### config.mk
export PLATFORM = sky130hd
export DESIGN_NAME = cluster_bus_txn_regulator_flat
export DESIGN_NICKNAME = d
export VERILOG_FILES = /design/src/rtl/cluster_bus_txn_regulator_if.sv /design/src/rtl/cluster_bus_txn_regulator.sv /design/src/flat_wrapper.sv
export SDC_FILE = /design/constraint.sdc
export NUM_CORES = 1
export LEC_CHECK = 0
export ABC_AREA = 1
export CAP_MARGIN = 20
export CORE_UTILIZATION = 53
export DETAILED_ROUTE_END_ITERATION = 8
export GPL_ROUTABILITY_DRIVEN = 0
export GPL_TIMING_DRIVEN = 0
export PLACE_DENSITY = 0.83
export SLEW_MARGIN = 0
export SYNTH_ARGS = -nofsm -noshare
export SYNTH_HDL_FRONTEND = slang
export SYNTH_SLANG_ARGS = --single-unit
### constraint.sdc
create_clock -name clk_i -period 4.45 [get_ports clk_i]
set_input_delay 0.89 -clock clk_i [delete_from_list [all_inputs] [get_ports clk_i]]
set_output_delay 0.89 -clock clk_i [all_outputs]
set_load 0.01 [all_outputs]
### src/rtl/cluster_bus_txn_regulator_if.sv
// AW/AR handshake bundle for one crossbar slave port, with the B/R handshake
// signals carried along so the regulator can observe credit returns.
interface cluster_bus_txn_regulator_if;
    logic aw_valid;
    logic aw_ready;
    logic ar_valid;
    logic ar_ready;
    logic b_valid;
    logic b_ready;
    logic r_valid;
    logic r_ready;
    logic r_last;

    // Upstream-facing side: the regulator accepts AW/AR and only watches B/R.
    modport slave (
        input  aw_valid, ar_valid,
        input  b_valid, b_ready, r_valid, r_ready, r_last,
        output aw_ready, ar_ready
    );

    // Crossbar-facing side: the regulator forwards AW/AR valids.
    modport master (
        output aw_valid, ar_valid,
        input  aw_ready, ar_ready
    );
endinterface

### src/rtl/cluster_bus_txn_regulator.sv
// Caps outstanding AW/AR transactions on one crossbar slave port and drains /
// isolates the port on request; payload channels bypass this block entirely.
module cluster_bus_txn_regulator #(
    parameter int MAX_WR_TXNS = 8,
    parameter int MAX_RD_TXNS = 8
) (
    input  logic                               clk_i,
    input  logic                               rst_ni,
    input  logic                               isolate_i,
    output logic                               isolated_o,
    output logic                               busy_o,
    output logic                               err_o,
    cluster_bus_txn_regulator_if.slave         slv,
    cluster_bus_txn_regulator_if.master        mst
);

    localparam int WR_CW = $clog2(MAX_WR_TXNS + 1);
    localparam int RD_CW = $clog2(MAX_RD_TXNS + 1);

    typedef enum logic [1:0] {
        ST_RUN,
        ST_DRAIN,
        ST_ISOLATED
    } state_t;

    state_t             state_q, state_d;
    logic [WR_CW-1:0]   wr_cnt_q;
    logic [RD_CW-1:0]   rd_cnt_q;
    logic               aw_pend_q, ar_pend_q;
    logic               err_q;

    logic b_hs, r_last_hs, aw_hs, ar_hs;
    logic aw_open, ar_open;
    logic port_idle;

    assign b_hs      = slv.b_valid & slv.b_ready;
    assign r_last_hs = slv.r_valid & slv.r_ready & slv.r_last;

    // A pending valid is never withdrawn; otherwise a same-cycle credit return
    // lets a new request through even when the table is full.
    assign aw_open = aw_pend_q |
                     (((wr_cnt_q < WR_CW'(MAX_WR_TXNS)) | b_hs) & (state_q == ST_RUN));
    assign ar_open = ar_pend_q |
                     (((rd_cnt_q < RD_CW'(MAX_RD_TXNS)) | r_last_hs) & (state_q == ST_RUN));

    assign mst.aw_valid = slv.aw_valid & aw_open;
    assign slv.aw_ready = mst.aw_ready & aw_open;
    assign mst.ar_valid = slv.ar_valid & ar_open;
    assign slv.ar_ready = mst.ar_ready & ar_open;

    assign aw_hs = mst.aw_valid & mst.aw_ready;
    assign ar_hs = mst.ar_valid & mst.ar_ready;

    assign port_idle  = (wr_cnt_q == '0) & (rd_cnt_q == '0) & ~aw_pend_q & ~ar_pend_q;
    assign isolated_o = (state_q == ST_ISOLATED);
    assign busy_o     = ~port_idle;
    assign err_o      = err_q;

    always_comb begin
        state_d = state_q;
        case (state_q)
            ST_RUN: begin
                if (isolate_i) state_d = ST_DRAIN;
            end
            ST_DRAIN: begin
                if (!isolate_i)     state_d = ST_RUN;
                else if (port_idle) state_d = ST_ISOLATED;
            end
            ST_ISOLATED: begin
                if (!isolate_i) state_d = ST_RUN;
            end
            default: state_d = ST_RUN;
        endcase
    end

    // Counters saturate at zero on a spurious credit return and flag it stickily.
    always_ff @(posedge clk_i or negedge rst_ni) begin
        if (!rst_ni) begin
            state_q   <= ST_RUN;
            wr_cnt_q  <= '0;
            rd_cnt_q  <= '0;
            aw_pend_q <= 1'b0;
            ar_pend_q <= 1'b0;
            err_q     <= 1'b0;
        end else begin
            state_q <= state_d;

            if (aw_hs && !b_hs)
                wr_cnt_q <= wr_cnt_q + WR_CW'(1);
            else if (b_hs && !aw_hs && (wr_cnt_q != '0))
                wr_cnt_q <= wr_cnt_q - WR_CW'(1);

            if (ar_hs && !r_last_hs)
                rd_cnt_q <= rd_cnt_q + RD_CW'(1);
            else if (r_last_hs && !ar_hs && (rd_cnt_q != '0))
                rd_cnt_q <= rd_cnt_q - RD_CW'(1);

            if ((b_hs && (wr_cnt_q == '0)) || (r_last_hs && (rd_cnt_q == '0)))
                err_q <= 1'b1;

            if (aw_hs)                            aw_pend_q <= 1'b0;
            else if (mst.aw_valid && !mst.aw_ready) aw_pend_q <= 1'b1;

            if (ar_hs)                            ar_pend_q <= 1'b0;
            else if (mst.ar_valid && !mst.ar_ready) ar_pend_q <= 1'b1;
        end
    end

endmodule

### src/flat_wrapper.sv
// flat-port wrapper written by rule: the top's interface ports become plain ports
module cluster_bus_txn_regulator_flat 
#(
    parameter int MAX_WR_TXNS = 8,
    parameter int MAX_RD_TXNS = 8
)
  (clk_i, rst_ni, isolate_i, isolated_o, busy_o, err_o, slv_aw_valid, slv_ar_valid, slv_b_valid, slv_b_ready, slv_r_valid, slv_r_ready, slv_r_last, slv_aw_ready, slv_ar_ready, mst_aw_valid, mst_ar_valid, mst_aw_ready, mst_ar_ready);
  cluster_bus_txn_regulator_if slv_i ();
  cluster_bus_txn_regulator_if mst_i ();
  input  logic clk_i;
  input  logic rst_ni;
  input  logic isolate_i;
  output logic isolated_o;
  output logic busy_o;
  output logic err_o;
  input wire logic [$bits(slv_i.aw_valid)-1:0] slv_aw_valid;
  input wire logic [$bits(slv_i.ar_valid)-1:0] slv_ar_valid;
  input wire logic [$bits(slv_i.b_valid)-1:0] slv_b_valid;
  input wire logic [$bits(slv_i.b_ready)-1:0] slv_b_ready;
  input wire logic [$bits(slv_i.r_valid)-1:0] slv_r_valid;
  input wire logic [$bits(slv_i.r_ready)-1:0] slv_r_ready;
  input wire logic [$bits(slv_i.r_last)-1:0] slv_r_last;
  output wire logic [$bits(slv_i.aw_ready)-1:0] slv_aw_ready;
  output wire logic [$bits(slv_i.ar_ready)-1:0] slv_ar_ready;
  output wire logic [$bits(mst_i.aw_valid)-1:0] mst_aw_valid;
  output wire logic [$bits(mst_i.ar_valid)-1:0] mst_ar_valid;
  input wire logic [$bits(mst_i.aw_ready)-1:0] mst_aw_ready;
  input wire logic [$bits(mst_i.ar_ready)-1:0] mst_ar_ready;
  assign slv_i.aw_valid = slv_aw_valid;
  assign slv_i.ar_valid = slv_ar_valid;
  assign slv_i.b_valid = slv_b_valid;
  assign slv_i.b_ready = slv_b_ready;
  assign slv_i.r_valid = slv_r_valid;
  assign slv_i.r_ready = slv_r_ready;
  assign slv_i.r_last = slv_r_last;
  assign slv_aw_ready = slv_i.aw_ready;
  assign slv_ar_ready = slv_i.ar_ready;
  assign mst_aw_valid = mst_i.aw_valid;
  assign mst_ar_valid = mst_i.ar_valid;
  assign mst_i.aw_ready = mst_aw_ready;
  assign mst_i.ar_ready = mst_ar_ready;
  cluster_bus_txn_regulator #(.MAX_WR_TXNS(MAX_WR_TXNS), .MAX_RD_TXNS(MAX_RD_TXNS)) u_core (.clk_i(clk_i), .rst_ni(rst_ni), .isolate_i(isolate_i), .isolated_o(isolated_o), .busy_o(busy_o), .err_o(err_o), .slv(slv_i), .mst(mst_i));
endmodule
* After elaboration in Yosys (flattened, before gate mapping)
Index checks and enable logic that the tools add are counted.
** Cells by class
- Add/sub/neg operators :: 4
- $lt $le $gt $ge :: 2
- Equality and inequality tests :: 5
- Muxes and demuxes :: 13
- Bitwise operators :: 21
- Reductions and logical operators :: 27
** Operator list (count)
- $mux 4 :: 4
- $and 1x1->1 :: 14
- $logic_and 1x1->1 :: 10
- $add 4x1->4 const B :: 2
- $logic_not 4->1 :: 2
- $lt 4x4->1 const B :: 2
- $mux 2 :: 4
- $reduce_bool 2->1 :: 4
- $reduce_bool 4->1 :: 2
- $sub 4x1->4 const B :: 2
- $logic_not 1->1 :: 6
- $pmux 2 s3 :: 1
- $mux 1 :: 4
- $ne 2x2->1 const B :: 2
- $or 1x1->1 :: 4
- $ne 3x2->1 const B :: 1
- $not 1->1 :: 3
- $reduce_and 3->1 :: 1
- $eq 2x1->1 const B :: 1
- $eq 2x2->1 const B :: 1
- $logic_not 2->1 :: 1
- $logic_or 1x1->1 :: 1
** Storage, ports and cells
- Register bits :: 13
- Output and inout port bits :: 7
- Logic and storage cells :: 78

* Logic depth before layout (Yosys ltp)
Gate-level depths: netlist of run 1.
- Depth in word-level cells :: 12
- Gate-level depth with buffers :: 15
- Depth with buffers taken out :: 15

* Worst setup path after synthesis of run 1
No wires, ideal clock.
- Path type :: input to register
- Start point :: input slv_b_valid
- End point :: register u_core.wr_cnt_q[3]
- Setup time :: 0.117 ns
- Data arrival time :: 2.243 ns
- Required time :: 4.333 ns
- Slack :: 2.091 ns
- Stages on the path :: 15
- Path buffers :: 0
- Cells stage by stage :: nand2_2 > nand2_1 > nand2_1 > nand2_2 > nand3_2 > inv_2 > nand2_4 > ha_1 > nand2_1 > nand2_1 > a31oi_1 > nand3b_1 > nand2_1 > nand2_1 > nand2_1
** On the way
- Cells in the longest elaborated chain, start to end :: 10
- Elaborated cells on any way between the ends :: 13
** Ends and longest elaborated chain
- start: declaration :: line flat_wrapper.sv:18 : input wire logic [$bits(slv_i.b_valid)-1:0] slv_b_valid;
- $and 1x1->1 * :: line cluster_bus_txn_regulator.sv:36 : assign b_hs = slv.b_valid & slv.b_ready;
- $or 1x1->1 :: line cluster_bus_txn_regulator.sv:42 : (((wr_cnt_q < WR_CW'(MAX_WR_TXNS)) | b_hs) & (state_q == ST_RUN));
- $and 1x1->1 :: line cluster_bus_txn_regulator.sv:42
- $or 1x1->1 :: line cluster_bus_txn_regulator.sv:41 : assign aw_open = aw_pend_q |
- $and 1x1->1 :: line cluster_bus_txn_regulator.sv:46 : assign mst.aw_valid = slv.aw_valid & aw_open;
- $and 1x1->1 :: line cluster_bus_txn_regulator.sv:51 : assign aw_hs = mst.aw_valid & mst.aw_ready;
- $logic_not 1->1 :: line cluster_bus_txn_regulator.sv:90 : else if (b_hs && !aw_hs && (wr_cnt_q != '0))
- $logic_and 1x1->1 (2 in a row) :: line cluster_bus_txn_regulator.sv:90
- $reduce_bool 2->1 (no line)
- end signal: assignment :: line cluster_bus_txn_regulator.sv:89 : wr_cnt_q <= wr_cnt_q + WR_CW'(1);
- end signal: assignment :: line cluster_bus_txn_regulator.sv:91 : wr_cnt_q <= wr_cnt_q - WR_CW'(1);
- end: declaration :: line cluster_bus_txn_regulator.sv:27 : logic [WR_CW-1:0] wr_cnt_q;
Every way passes the cells marked *; elsewhere a longest branch is shown, timed or not.
A chain may end at the register's enable or synchronous reset.

* Final worst setup path of run 1
- Start point :: input slv_r_valid
- End point :: output mst_ar_valid
** On the way
- Cells in the longest elaborated chain, start to end :: 6
** Ends and longest elaborated chain
- start: declaration :: line flat_wrapper.sv:20 : input wire logic [$bits(slv_i.r_valid)-1:0] slv_r_valid;
- $and 1x1->1 (2 in a row) :: line cluster_bus_txn_regulator.sv:37 : assign r_last_hs = slv.r_valid & slv.r_ready & slv.r_last;
- $or 1x1->1 :: line cluster_bus_txn_regulator.sv:44 : (((rd_cnt_q < RD_CW'(MAX_RD_TXNS)) | r_last_hs) & (state_q == ST_RUN));
- $and 1x1->1 :: line cluster_bus_txn_regulator.sv:44
- $or 1x1->1 :: line cluster_bus_txn_regulator.sv:43 : assign ar_open = ar_pend_q |
- $and 1x1->1 :: line cluster_bus_txn_regulator.sv:48 : assign mst.ar_valid = slv.ar_valid & ar_open;
- end: declaration :: line flat_wrapper.sv:26 : output wire logic [$bits(mst_i.ar_valid)-1:0] mst_ar_valid;
Every way passes these cells.

==> impl_summary.txt, run 1 <==
----------------------------------------------------
[Status]
  Status ... finished, final reports clean

[Floorplanning]
  Vertical die dimension ... around 43 um
  Core outline area ... about 1500 sq um
  Count of boundary I/O pins ... 19
  Starting density of the core ... 57.5%
  Die extent in x ... ~43 um
  Num rows ... 14
  Area of the die ... between 1500 and 2000 sq um

[Global routing]
  Total Routing Usage GR ... around 20%
  Number of global-route vias before repair ... slightly above 700
  Wire length of the first global-routing pass ... 2.79 mm
  Initial antenna violation count ... 0
  Sum of overflow across all layers after global routing ... 0
  Largest net degree at the start of global routing ... 14

[Clock network]
  Total number of H-tree levels ... 1
  Worst-path clk slew ... roughly 0.070 ns
  Clock tree from TritonCTS ... built
  Number of buffers inserted for hold repair after clock tree synthesis ... 0
  Cell at the root of the clock tree ... sky130_fd_sc_hd__clkbuf_4
  # resized after CTS ... 0
  Clock latency at the later pin of the worst-skew pair ... between 0.2 and 0.3 ns
  Buffer levels on the longest clock path ... 2
  Clock sink count ... 13
  Number of clock buffers inserted by TritonCTS ... 3
  Post-CTS Setup Repair Bufs ... 0

[Timing]
  Min Clock Period, post-route ... 3.25 ns
  Unrepaired setup endpoints after global routing ... false
  Number of hold violations in the final report ... 0
  Transition time at the pin with the least slew margin ... 0.522 ns
  Achievable frequency ... 308 MHz
  Fin Setup TNS ... 0 ns
  Worst clock skew ... around 0.0026 ns
  Max-slew headroom at the worst pin ... roughly two thirds
  Share of the clock period used by the worst path ... 73.0%
  Setup violations, final ... 0
  Number of pins exceeding their max-slew limit in the final report ... 0

[Setup path]
  Worst Setup Start Kind ... input port
  Endpoint required time on the critical path ... 3.56 ns
  Endpoint kind of the worst setup timing path ... output port
  Combined buffer and inverter count along the critical path ... 3
  Crit path cell chain ... clkdlybuf4s50_1 -> nand3_2 -> nand2_1 -> nand2_2 -> nand2_2 -> nand2_1 -> inv_1 -> clkdlybuf4s50_1
  Delay of the slowest cell on the worst path ... between 0.5 and 0.6 ns
  Crit path max fanout ... 5
  Worst setup path class ... input port to output port
  Slowest cell on crit path ... sky130_fd_sc_hd__clkdlybuf4s50_1
  Arrival time of the worst setup path ... approximately 2.4 ns
  Cell type group with the largest total delay on the critical path ... buffers and inverters

[Place]
  DPL Wire Length ... around 1.3 mm
  Instance count after placement with tap cells included ... about 150
  Number of port buffers ... 18

[Synth]
  Instance count of the mapped netlist ... between 100 and 150
  Synthesized-area fraction occupied by adder cells ... a little over 10%
  Top post-synthesis cells by area ... sky130_fd_sc_hd__dfrtp_1 (37%), sky130_fd_sc_hd__nand2_1 (12%), sky130_fd_sc_hd__inv_1 (6.3%), sky130_fd_sc_hd__nand3_1 (6.2%), sky130_fd_sc_hd__ha_1 (5.6%)
  Yosys warns ... 0
  Most repeated cell in the gate-level netlist after synthesis ... sky130_fd_sc_hd__nand2_1
  Compound-gate portion of the synthesized area ... 7.76%
  Leading post-synthesis cells by instance count ... sky130_fd_sc_hd__nand2_1 (28), sky130_fd_sc_hd__inv_1 (15), sky130_fd_sc_hd__dfrtp_1 (13), sky130_fd_sc_hd__nand3_1 (11), sky130_fd_sc_hd__nand2_2 (7)
  Async set-or-reset flop fraction in the synthesized netlist ... 100%
  Fraction of synthesized cell area taken by the top area cell type ... 36.7%
  Fraction of the yosys area taken by sequential cells ... a little under two fifths
  Post-Syn Nets ... 129
  Simple-Gate Fraction of Synth Area ... roughly a third
  Top flip-flop cell by instance count after synthesis ... sky130_fd_sc_hd__dfrtp_1
  Mapped Area ... 887 sq um
  Synthesized-area fraction occupied by xor and xnor cells ... under 10%
  Cell taking the most area after synthesis ... sky130_fd_sc_hd__dfrtp_1
  Main combinational cell family by area after synthesis ... simple AND/OR/NAND/NOR gates
  Share of cell area taken by muxes after synthesis ... 0%
  Netlist cell types ... 20
  EDFF count, synth ... 0
  Synthesized area divided by synthesized cell count ... around 8 sq um
  Number of synthesized register bits ... 13

[Final layout]
  Fin cells ... 149
  Antenna cell count ... 0
  Fraction of layout cells with a size suffix above 1 ... approximately 14%
  Layout Nets ... ~150
  Synth-to-Final Area Change ... 25.5%

[Power]
  Total leakage power ... around 0.56 nW
  Power Density ... roughly 500 nW/um^2
  Worst voltage drop across the vdd grid ... between 0.3 and 0.4 mV
  Total Power Consumption ... 0.000560 W

[Route]
  Count of vias placed by the detailed router ... ~770
  1st-pass router iterations ... 4
  Total detailed-routing wirelength ... 1.51 mm
  Antenna-violating nets left ... 0
  Via density per instance ... 5.14
  Count of routing violations after the opening detailed-route iteration ... 2
  Wire per inst ... approximately 10 um
  # DRC ... 0

[Run]
  Max-cap check violation count ... 0

[Hold path]
  Worst hold path type ... flip-flop to flip-flop

----------------------------------------------------
power by group:
part           switching [W]  internal (W)  leakage (nW)  total (W)
registers          0.0000461      0.000164         0.155   0.000210
logic               0.000154      0.000128         0.392   0.000282
clock network      0.0000336     0.0000346        0.0150  0.0000682
final cells by class:
| class | count | area (sq um) |
|---|---|---|
| Tap cell | 16 | 20.0 |
| Clock buffer | 4 | 26.3 |
| Sequential cell | 13 | 325 |
| Inverter | 17 | 63.8 |
| Fill cell | 137 | 428 |
| Multi-Input combinational cell | 81 | 498 |
| Timing Repair Buffer | 18 | 180 |
cells in the final DEF (no fill, tap or decap), drive strengths merged:
master / instances
dfrtp: 13
clkdlybuf4s50: 18
nand2: 37
nor2: 7
a21oi: 6
ha: 4
inv: 17
xor2: 3
o21ai: 4
fa: 2
nand3: 14
nand3b: 1
a31oi: 3
clkbuf: 4
layer usage:
| layer | vias to the layer above | track usage (%) | wire (um) |
|---|---|---|---|
| li1 | 396 | - | - |
| met4 | 0 | 7.50 | 25 |
| met1 | 348 | 24.7 | 661 |
| met3 | 4 | 1.28 | 54 |
| met5 | - | 0 | 0 |
| met2 | 18 | 35.8 | 772 |
cell families (layout without fill, tap and decap cells):
family          after synthesis  in the layout
simple gates                 59             59
flops                        13             13
compound gates               13             13
fa+ha+maj                     6              6
xor+xnor                      3              3
buf+inv                      17             39
per-stage QoR:
stage	hold WS (ns)	setup WS (ns)	util [%]	cell area, sq um
finish	0.486	1.20	72.2	1110
global placement	0.474	1.20	70.5	1090
CTS	0.496	1.18	72.2	1110
detailed placement	0.480	1.18	70.5	1090
global route	0.529	1.11	72.2	1110
floorplan	0.462	2.09	-	887
registers in the layout, indices dropped and copies added, names as in the netlist:
register / count
u_core.state_q: 2
u_core.aw_pend_q: 1
u_core.wr_cnt_q: 4
u_core.err_o: 1
u_core.ar_pend_q: 1
u_core.rd_cnt_q: 4
final timing paths:
check,end,slack (ns),depth (start not counted),startpoint
hold reg to reg,u_core.err_o,0.49,2,u_core.err_o
max in group asynchronous,u_core.wr_cnt_q[1],3.14,1,rst_ni
hold / removal,u_core.err_o,0.49,2,u_core.err_o
setup / recovery,mst_ar_valid,1.20,8,slv_r_valid
setup reg to reg,u_core.wr_cnt_q[3],2.38,14,u_core.state_q[0]
min in group asynchronous,u_core.rd_cnt_q[3],0.97,1,rst_ni
tightest hold or removal path, cell delays in order (launching register included):
cell and delay [ns]:
sky130_fd_sc_hd__dfrtp_1 0.35, sky130_fd_sc_hd__nor2_1 0.05, sky130_fd_sc_hd__o21ai_0 0.05
Note: power is estimated with default switching activity, not from simulation.
==> run 2: changes to the inputs <==
CORE_UTILIZATION = 44   (was 53)
PLACE_DENSITY = 0.73   (was 0.83)
clock period = 2.7 ns   (was 4.45 ns; I/O delays follow)
==> impl_summary.txt, run 2 (synthesis results as in run 1) <==
----------------------------------------------------
[Clock network]
  Buffer levels on the longest clock path ... 2
  Clock sink count ... 13
  Number of clock buffers inserted by TritonCTS ... 3
  Clock tree from TritonCTS ... built
  Cell at the root of the clock tree ... sky130_fd_sc_hd__clkbuf_4
  Number of buffers inserted for hold repair after clock tree synthesis ... 0
  # resized after CTS ... 0
  Worst-path clk slew ... approximately 0.07 ns
  Clock latency at the later pin of the worst-skew pair ... about 0.27 ns
  Post-CTS Setup Repair Bufs ... 0
  Total number of H-tree levels ... 1

[Setup path]
  Reg2Reg Launch Point ... u_core.state_q[0]
  Worst reg2reg path endpoint ... u_core.wr_cnt_q[3]
  Worst Setup Start Kind ... input port
  Crit path launch ... slv_r_valid
  Endpoint required time on the critical path ... between 2 and 2.5 ns
  Crit path max fanout ... 5
  R2R Setup Slk ... 0.67 ns
  CP endpoint ... mst_ar_valid
  Number of cells traversed by the worst register-to-register path ... 14
  Endpoint kind of the worst setup timing path ... output port
  Worst setup path class ... input port to output port
  Arrival time of the worst setup path ... roughly 2 ns

[Power]
  Worst voltage drop across the vdd grid ... just over 0.5 mV
  Power Density ... between 800 and 900 nW/um^2
  Total leakage power ... roughly 0.56 nW

[Timing]
  Worst setup slack after layout ... around 0.14 ns
  Unrepaired setup endpoints after global routing ... false
  Worst slack on hold paths ... 0.497 ns
  Fin Setup TNS ... 0 ns
  Number of hold violations in the final report ... 0
  Min Clock Period, post-route ... approximately 2.6 ns
  Number of pins exceeding their max-slew limit in the final report ... 0
  Worst clock skew ... between 0.003 and 0.004 ns
  Max-slew headroom at the worst pin ... between 60% and 70%
  Share of the clock period used by the worst path ... between 90% and 100%
  Achievable frequency ... 391 MHz
  Setup violations, final ... 0
  Transition time at the pin with the least slew margin ... between 0.5 and 0.6 ns

[Floorplanning]
  Core outline area ... between 1500 and 2000 sq um
  Vertical die dimension ... roughly 47 um
  Count of boundary I/O pins ... 19
  Area of the die ... about 2200 sq um
  Starting density of the core ... 49.2%
  Die extent in x ... roughly 47 um
  Num rows ... 15

[Route]
  Wire per inst ... ~10 um
  Via density per instance ... ~4.8
  Total detailed-routing wirelength ... 1.62 mm
  1st-pass router iterations ... 4
  Count of vias placed by the detailed router ... ~760
  Antenna-violating nets left ... 0
  Count of routing violations after the opening detailed-route iteration ... 13
  # DRC ... 0

[Final layout]
  Final design area excluding fillers ... 1120 sq um
  Most common cell after layout, fill and taps aside ... sky130_fd_sc_hd__nand2_1
  Synth-to-Final Area Change ... 26.8%
  Fin cells ... approximately 160
  Leading registers by flop count ... u_core.rd_cnt_q (4), u_core.wr_cnt_q (4), u_core.state_q (2)
  Antenna cell count ... 0
  Commonest cells after routing, fill and taps aside ... sky130_fd_sc_hd__nand2_1 (28), sky130_fd_sc_hd__clkdlybuf4s50_1 (18), sky130_fd_sc_hd__inv_1 (15)
  Layout Nets ... ~150
  Fraction of layout cells with a size suffix above 1 ... between 10% and 20%

[Place]
  Instance count after placement with tap cells included ... about 150
  DPL Wire Length ... around 1.4 mm
  Pre-CTS setup slack ... 0.0209 ns
  Number of port buffers ... 18
  Placement-stage cell area ... around 1100 sq um

[Global routing]
  Initial antenna violation count ... 0
  Total Routing Usage GR ... a little under a fifth
  Sum of overflow across all layers after global routing ... 0
  Wire length of the first global-routing pass ... ~2.8 mm
  Largest net degree at the start of global routing ... 14
  Number of global-route vias before repair ... a little over 700

[Status]
  Status ... finished, final reports clean

[Run]
  Max-cap check violation count ... 0

[Hold path]
  Worst hold path type ... flip-flop to flip-flop

----------------------------------------------------
-- run 2: worst min path at each step --
stage | start | to | slack, ns | depth (start not counted)
after floorplan | rst_ni | u_core.ar_pend_q | 0.24 | 0
after global placement | u_core.err_o | u_core.err_o | 0.48 | 2
after CTS | u_core.err_o | u_core.err_o | 0.50 | 2
final | u_core.err_o | u_core.err_o | 0.50 | 2
after detailed placement | u_core.err_o | u_core.err_o | 0.48 | 2
after global routing | u_core.err_o | u_core.err_o | 0.53 | 2
-- run 2: area by class of cell --
class	count	area (sq um)
sequential	13	325
fill	177	677
tap	25	31.3
inverter	17	63.8
multi-input combinational	81	498
timing repair buffer	18	180
clock buffer	4	26.3
-- run 2: through the flow --
stage / power, W / utilization, %
after floorplan: 0.000683 / -
after global placement: 0.000797 / 61.0
after detailed placement: 0.000828 / 61.0
after CTS: 0.000946 / 62.4
after global routing: 0.00104 / 62.4
final: 0.000932 / 62.4
-- run 2: metal layers --
layer  wire [um]  GRT usage (%)
met4          32           12.0
met2         811           31.7
met3          59           1.54
met1         718           22.4
met5           0              0
-- run 2: report_power, final --
| group | internal (W) | total, W | leakage [nW] | switching, W |
|---|---|---|---|---|
| sequential | 0.000270 | 0.000349 | 0.155 | 0.0000784 |
| clock | 0.0000572 | 0.000114 | 0.0150 | 0.0000569 |
| combinational | 0.000212 | 0.000469 | 0.392 | 0.000257 |
| total | 0.000540 | 0.000932 | 0.562 | 0.000392 |
-- run 2: worst max-delay path, cell delays in order --
cell,delay [ns]
sky130_fd_sc_hd__clkdlybuf4s50_1,0.47
sky130_fd_sc_hd__nand3_2,0.12
sky130_fd_sc_hd__nand2_1,0.10
sky130_fd_sc_hd__nand2_2,0.06
sky130_fd_sc_hd__nand2_2,0.08
sky130_fd_sc_hd__nand2_1,0.07
sky130_fd_sc_hd__inv_1,0.05
sky130_fd_sc_hd__clkdlybuf4s50_1,0.52
==> run 3: changes to the inputs <==
PLACE_DENSITY = 0.7   (was 0.73)
==> impl_summary.txt, run 3 (synthesis results as in run 1) <==
----------------------------------------------------
[Floorplanning]
  Starting density of the core ... 49.2%
  Area of the die ... 2200 sq um
  Num rows ... 15
  Count of boundary I/O pins ... 19
  Vertical die dimension ... 46.9 um
  Core outline area ... between 1500 and 2000 sq um
  Die extent in x ... roughly 47 um

[Clock network]
  Number of clock buffers inserted by TritonCTS ... 3
  Worst-path clk slew ... 0.08 ns
  Cell at the root of the clock tree ... sky130_fd_sc_hd__clkbuf_4
  Clock tree from TritonCTS ... built
  # resized after CTS ... 0
  Number of buffers inserted for hold repair after clock tree synthesis ... 0
  Buffer levels on the longest clock path ... 2
  Total number of H-tree levels ... 1
  Clock sink count ... 13
  Clock latency at the later pin of the worst-skew pair ... 0.27 ns
  Post-CTS Setup Repair Bufs ... 0

[Setup path]
  Cell type group with the largest total delay on the critical path ... buffers and inverters
  Arrival time of the worst setup path ... between 2 and 2.5 ns
  Crit path max fanout ... 5
  Worst Setup Start Kind ... input port
  Combined buffer and inverter count along the critical path ... 3
  Endpoint kind of the worst setup timing path ... output port
  Worst setup path class ... input port to output port
  Crit path cell chain ... clkdlybuf4s50_1 -> nand3_2 -> nand2_1 -> nand2_2 -> nand2_2 -> nand2_1 -> inv_1 -> clkdlybuf4s50_1
  Slowest cell on crit path ... sky130_fd_sc_hd__clkdlybuf4s50_1
  Delay of the slowest cell on the worst path ... 0.52 ns
  Endpoint required time on the critical path ... between 2 and 2.5 ns

[Final layout]
  Layout Nets ... approximately 150
  Commonest cells after routing, fill and taps aside ... sky130_fd_sc_hd__nand2_1 (28), sky130_fd_sc_hd__clkdlybuf4s50_1 (18), sky130_fd_sc_hd__inv_1 (15)
  Most common cell after layout, fill and taps aside ... sky130_fd_sc_hd__nand2_1
  Antenna cell count ... 0
  Fin cells ... ~160
  Post-Route Utilization ... 62.4%
  Leading registers by flop count ... u_core.rd_cnt_q (4), u_core.wr_cnt_q (4), u_core.state_q (2)
  Synth-to-Final Area Change ... 26.8%
  Fraction of layout cells with a size suffix above 1 ... ~14%

[Global routing]
  Number of global-route vias before repair ... about 650
  Sum of overflow across all layers after global routing ... 0
  Initial antenna violation count ... 0
  Total Routing Usage GR ... 17.7%
  Largest net degree at the start of global routing ... 14
  Wire length of the first global-routing pass ... ~2.7 mm

[Route]
  Antenna-violating nets left ... 0
  1st-pass router iterations ... 4
  Count of routing violations after the opening detailed-route iteration ... 12
  Total detailed-routing wirelength ... between 1.5 and 2 mm
  # DRC ... 0
  Wire per inst ... slightly above 10 um
  Count of vias placed by the detailed router ... 753
  Via density per instance ... ~4.8

[Timing]
  Min Clock Period, post-route ... between 2 and 3 ns
  Worst clock skew ... ~0.0019 ns
  Achievable frequency ... 391 MHz
  Unrepaired setup endpoints after global routing ... false
  Setup violations, final ... 0
  Fin Setup TNS ... 0 ns
  Transition time at the pin with the least slew margin ... between 0.5 and 0.6 ns
  Number of pins exceeding their max-slew limit in the final report ... 0
  Max-slew headroom at the worst pin ... between 60 and 70%
  Number of hold violations in the final report ... 0
  Share of the clock period used by the worst path ... a little over nine tenths

[Place]
  Instance count after placement with tap cells included ... ~150
  DPL Wire Length ... 1.35 mm
  Number of port buffers ... 18

[Power]
  Power Density ... slightly above 800 nW/um^2
  Total Power Consumption ... between 0.0009 and 0.001 W
  Total leakage power ... 0.562 nW
  Worst voltage drop across the vdd grid ... 0.539 mV

[Hold path]
  Worst hold path type ... flip-flop to flip-flop

[Run]
  Max-cap check violation count ... 0

[Status]
  Status ... finished, final reports clean

----------------------------------------------------
## run 3: final timing paths
check,startpoint,endpoint,slack (ns),depth (start not counted)
min reg2reg,u_core.rd_cnt_q[3],u_core.rd_cnt_q[3],0.50,2
max reg2reg,u_core.state_q[0],u_core.wr_cnt_q[3],0.66,14
min in group asynchronous,rst_ni,u_core.ar_pend_q,0.63,1
max in group asynchronous,rst_ni,u_core.rd_cnt_q[2],1.69,1
min,u_core.rd_cnt_q[3],u_core.rd_cnt_q[3],0.50,2
max,slv_r_last,mst_ar_valid,0.14,8
## run 3: cell type report
cell class,count,area (sq um)
clock buffer,4,26.3
fill,181,677
inverter,17,63.8
multi-input combinational,81,498
sequential,13,325
tap,25,31.3
timing repair buffer,18,180
## run 3: report_power, final
group          total (W)  switching [W]  leakage (nW)  internal [W]
combinational   0.000461       0.000252         0.392      0.000209
sequential      0.000345      0.0000747         0.155      0.000270
clock           0.000121      0.0000639        0.0150     0.0000572
total           0.000927       0.000391         0.562      0.000537
## run 3: per-stage QoR
stage                     hold slack [ns]  setup WS, ns  area [sq um]
after CTS                           0.511         0.127          1120
after global routing                0.538      0.000919          1120
after detailed placement            0.492       0.00309          1100
after global placement              0.478        0.0354          1100
after floorplan                     0.244         0.691           887
final                               0.502         0.140          1120
## run 3: tightest hold or removal path, delay by kind of cell, from the launching register on
family           cells  cell delay [ns]
DFF                  1             0.37
and+or+nand+nor      2             0.11
## run 3: metal layers
layer | GRT usage, % | part of all wire, % | vias to the layer above
met5 | 0 | 0 | -
met4 | 10.3 | 2.2 | 0
met3 | 3.46 | 3.7 | 4
met2 | 27.2 | 48 | 12
met1 | 23.1 | 46 | 342
li1 | - | - | 395
